<file path="config.mk">
export PLATFORM = sky130hd
export DESIGN_NAME = sound_sm
export DESIGN_NICKNAME = d
export VERILOG_FILES = /design/src/rtl/sound_sm.sv
export SDC_FILE = /design/constraint.sdc
export NUM_CORES = 1
export LEC_CHECK = 0
export ABC_AREA = 1
export CORE_ASPECT_RATIO = 0.75
export CORE_MARGIN = 2
export CORE_UTILIZATION = 58
export DETAILED_ROUTE_END_ITERATION = 10
export PLACE_DENSITY = 0.85
export SLEW_MARGIN = 15
export SYNTH_ARGS = -nofsm -noshare
export SYNTH_HDL_FRONTEND = slang
export SYNTH_SLANG_ARGS = --single-unit
</file>
<file path="constraint.sdc">
create_clock -name Clock -period 2.7 [get_ports Clock]
set_input_delay 0.675 -clock Clock [delete_from_list [all_inputs] [get_ports Clock]]
set_output_delay 0.675 -clock Clock [all_outputs]
set_load 0.02 [all_outputs]
</file>
<file path="src/rtl/sound_sm.sv">
// -----------------------------------------------------------------------------
// sound_sm -- PS/2 set-2 scan-code to tone half-period decoder.
//
// Tracks make / break sequences from the PS/2 receiver and drives M, the
// half-period count loaded by the square-wave tone generator. M is nonzero
// while a mapped key is held and 0 for silence. The note table assumes a
// 25 MHz Clock: M = round(12_500_000 / f_note).
//
// Ports:
//   Clock    in   1  system clock, rising edge
//   Reset    in   1  synchronous, active-high reset
//   Keycode  in   8  scan-code byte, valid while Enable = 1
//   Enable   in   1  one-cycle strobe: consume Keycode this cycle
//   M        out 16  registered half-period count, 0 = silent
// -----------------------------------------------------------------------------
module sound_sm (
    input  logic        Clock,
    input  logic        Reset,
    input  logic [7:0]  Keycode,
    input  logic        Enable,
    output logic [15:0] M
);

    localparam logic [7:0] CODE_BREAK = 8'hF0;
    localparam logic [7:0] CODE_EXT   = 8'hE0;

    typedef enum logic [1:0] {
        IDLE = 2'd0,
        PLAY = 2'd1,
        BRK  = 2'd2
    } state_t;

    state_t      state_q, state_d;
    logic [7:0]  held_q,  held_d;
    logic [15:0] m_q,     m_d;

    logic [15:0] code_m_s;
    logic        mapped_s;
    logic        is_break_s;
    logic        is_ext_s;

    // Note table lookup; 0 marks an unmapped code (no table entry is 0).
    function automatic logic [15:0] note_m(input logic [7:0] code);
        logic [15:0] m;
        case (code)
            8'h15:   m = 16'd47778;  // Q  C4
            8'h1E:   m = 16'd45097;  // 2  C#4
            8'h1D:   m = 16'd42566;  // W  D4
            8'h26:   m = 16'd40177;  // 3  D#4
            8'h24:   m = 16'd37922;  // E  E4
            8'h2D:   m = 16'd35793;  // R  F4
            8'h2E:   m = 16'd33784;  // 5  F#4
            8'h2C:   m = 16'd31888;  // T  G4
            8'h36:   m = 16'd30098;  // 6  G#4
            8'h35:   m = 16'd28409;  // Y  A4
            8'h3D:   m = 16'd26815;  // 7  A#4
            8'h3C:   m = 16'd25310;  // U  B4
            8'h43:   m = 16'd23889;  // I  C5
            default: m = 16'd0;
        endcase
        return m;
    endfunction

    // Decode the incoming byte.
    always_comb begin
        code_m_s   = note_m(Keycode);
        mapped_s   = (code_m_s != 16'd0);
        is_break_s = (Keycode == CODE_BREAK);
        is_ext_s   = (Keycode == CODE_EXT);
    end

    // Next-state logic: only a cycle with Enable high can change anything.
    always_comb begin
        state_d = state_q;
        held_d  = held_q;
        m_d     = m_q;
        if (Enable) begin
            case (state_q)
                IDLE: begin
                    if (mapped_s) begin
                        m_d     = code_m_s;
                        held_d  = Keycode;
                        state_d = PLAY;
                    end else if (is_break_s) begin
                        state_d = BRK;
                    end else begin
                        state_d = IDLE;
                    end
                end
                PLAY: begin
                    if (is_break_s) begin
                        state_d = BRK;
                    end else if (mapped_s && (Keycode != held_q)) begin
                        // Last key pressed wins; a repeat of the held key is a no-op.
                        m_d    = code_m_s;
                        held_d = Keycode;
                    end else begin
                        state_d = PLAY;
                    end
                end
                BRK: begin
                    if (is_break_s || is_ext_s) begin
                        // Tolerates F0 F0 and the extended break E0 F0 xx.
                        state_d = BRK;
                    end else if ((Keycode == held_q) && (held_q != 8'd0)) begin
                        m_d     = 16'd0;
                        held_d  = 8'd0;
                        state_d = IDLE;
                    end else if (held_q != 8'd0) begin
                        // Released some other key: the held note keeps sounding.
                        state_d = PLAY;
                    end else begin
                        state_d = IDLE;
                    end
                end
                default: begin
                    m_d     = 16'd0;
                    held_d  = 8'd0;
                    state_d = IDLE;
                end
            endcase
        end else begin
            state_d = state_q;
        end
    end

    // State, held code and output register; reset wins over Enable.
    always_ff @(posedge Clock) begin
        if (Reset) begin
            state_q <= IDLE;
            held_q  <= 8'd0;
            m_q     <= 16'd0;
        end else begin
            state_q <= state_d;
            held_q  <= held_d;
            m_q     <= m_d;
        end
    end

    assign M = m_q;

endmodule

</file>
==> results.toml <==
[outcome]
status = "completed"

[clock_network]
cts_setup_buffers = 0
clk_path_buf_depth = 2
cts_buffers = 3
cts_resized = 0
holdBufCountCts = 0
cts_sinks = 26
htree_levels = 1
cts.clk_slew.worst_paths_ps = 90
cts.root.buffer_cell = "clkbuf_8"
worstSkewPairLatency_ps = 280
cts_tree = "done"

[timing]
slew_viol_final = 0
period_needed_ps = 2410
tightest_slew_ps = 323
setup_tns_ps = 0
setup_violations = 0
finClkSkew_ps = 7.75
maxSlewHeadroom_pct = 78.4
timing.fmax_ghz = 0.415
rsz0062_at_grt = "no"
whs_ps = 495
fin_crit_sh_pct = 89.2
hold_violations = 0

[layout]
fin_nets = 372
fillCellCount = 264
drive_gt1_share_pct = 13.1
antenna_cells = 0
area_growth_syn_to_layout_pct = 25.1
post-route-util_pct = 76.0

[power]
power.total_uw = 830
powerDensity_nw_per_um2 = 369
max-vdd-ir-drop_mv = 0.352
cellLeakagePower_nw = 1.24

[placed_design]
io_buffers = 26
gp_congestion = 0.960
dp_hpwl_mm = 3.54

[die]
start_util_pct = 60.8
die_area_um2 = 3570
io_pins = 27
core_area_um2 = 2960
row_count = 17
die-width_um = 68.3
die_h_um = 52.2

[flow_run]
max_cap_viol_count = 0

[synth]
avgSynthCellArea_um2 = 5.58
synth_ff_type = "dfxtp_1"
async_flop_share_pct = 0
ys_types = 22
synth_top_family_by_area = "simple AND/OR/NAND/NOR gates"
muxShareOfSynthArea_pct = 0
yosysWarnings = 0
synth-edff-count = 0
synthAdderAreaFrac_pct = 0
synth-xor-area-share_pct = 0
ys_seq_elements = 26
synth-compound-area-share_pct = 5.92
synth-seq-area-share_pct = 28.9
syn_area_um2 = 1800
synth-simple-area-share_pct = 52.1
synthCells = 322
syn-num-nets = 333

[routing]
totalWireLength_mm = 4.56
routed-via-count = 2016
wl_per_cell_um = 11.5
drc = 0
vias_per_cell = 5.07
drtIter0Drc = 128
first_pass_iters = 5
postRouteAntennaNets = 0

[grt]
grt_max_degree = 26
grt_pass1_vias = 1692
met1_usage_pct = 38.3
grt_overflow = 0
antenna_found_initial = 0
top_usage_layer = "met2"
gr-usage-met2_pct = 45.5
grt_pass1_wl_mm = 7.44
grt.total_usage_pct = 28.0
gr-usage-met3_pct = 5.81

[setup_path]
end_kind = "flip-flop"
cp.arrival_ps = 2580
crit_path_max_fanout = 25
path_class = "input pin to flip-flop"
cp.required_ps = 2870
setup.worst_path.start_class = "input pin"

[worst_hold_path]
worstHoldPathType = "flip-flop to flip-flop"
==> cell usage after synthesis, types with 3 or more instances <==
master    number  area, um2
nand2_1      104        390
nor2_1        78        293
inv_1         39        146
dfxtp_1       26        521
nand3_1       11       55.1
nand2_2        9       56.3
nor2_2         9       56.3
a21oi_1        7       35.0
a31oi_1        7       43.8
inv_2          6       22.5
nand4_1        6       37.5
buf_6          4       45.0
nor3_1         4       20.0
clkbuf_1       3       11.3
==> state kept, by name, summed over array words and instances, names as in the netlist <==
signal	flops
state_q	2
held_q	8
M	16
==> routing by layer <==
metal / vias up / share of wire [%]
li1: 1054 / -
met1: 862 / 47
met2: 93 / 42
met3: 7 / 9.7
met4: 0 / 0.90
met5: - / 0
==> logic make-up after synthesis <==
kind of cell / count (synthesis)
AOI/OAI and AO/OA: 18
DFF: 26
buffers and inverters: 54
and+or+nand+nor: 224
==> cell type report <==
cell class / instances / area, um2 / area share [%]
clock buffer: 4 / 55.1 / 2.45
inverter: 45 / 169 / 7.51
multi-input combinational: 242 / 1040 / 46.4
sequential: 26 / 520 / 23.1
tap: 38 / 47.5 / 2.11
timing repair buffer: 43 / 413 / 18.4
==> critical path, stage by stage <==
cell             delay, ps
clkdlybuf4s50_1        600
inv_2                   80
nand2_1                100
nor2_1                  60
nand2_1                 90
nand2_2                 90
nor2_2                 150
nand3_2                110
nand2_1                 70
nand2_1                 60
nand2_2                150
buf_12                 170
nand2_1                 60
nand2_1                 50
nor2_1                  40
==> power breakdown <==
part	leakage [nW]	total [mW]	internal [mW]	switching [mW]
registers	0.210	0.407	0.399	0.00807
clock network	0.0288	0.254	0.131	0.124
logic	1.00	0.169	0.0706	0.0985
==> path summary, 6_finish.rpt <==
| path | start | slack (ps) | depth (start not counted) | endpoint |
|---|---|---|---|---|
| hold / removal | held_q[7] | 490 | 2 | held_q[7] |
| setup / recovery | Keycode[0] | 290 | 15 | M[15] |
| setup reg to reg | state_q[1] | 830 | 13 | M[15] |
| hold reg to reg | held_q[7] | 490 | 2 | held_q[7] |
==> stage by stage <==
step / instances / instance area [um2] / setup slack, ps
after floorplan: 322 / 1800 / 710
after global placement: 394 / 2190 / 44.2
after detailed placement: 394 / 2190 / 24.4
after CTS: 398 / 2250 / 307
after global routing: 398 / 2250 / 92.2
final: 398 / 2250 / 291
==> layout by cell type, fill, tap and decap left out <==
| master | n |
|---|---|
| a21oi_1 | 7 |
| a31oi_1 | 7 |
| a41oi_1 | 1 |
| buf_12 | 2 |
| buf_4 | 15 |
| clkbuf_8 | 4 |
| clkdlybuf4s50_1 | 26 |
| dfxtp_1 | 26 |
| inv_1 | 39 |
| inv_2 | 6 |
| nand2_1 | 104 |
| nand2_2 | 9 |
| nand3_1 | 11 |
| nand3_2 | 1 |
| nand4_1 | 6 |
| nor2_1 | 78 |
| nor2_2 | 9 |
| nor2_4 | 1 |
| nor3_1 | 4 |
| nor3b_1 | 1 |
| o21ai_0 | 2 |
| o31a_1 | 1 |
No activity file was read; power rests on OpenSTA's default activity.
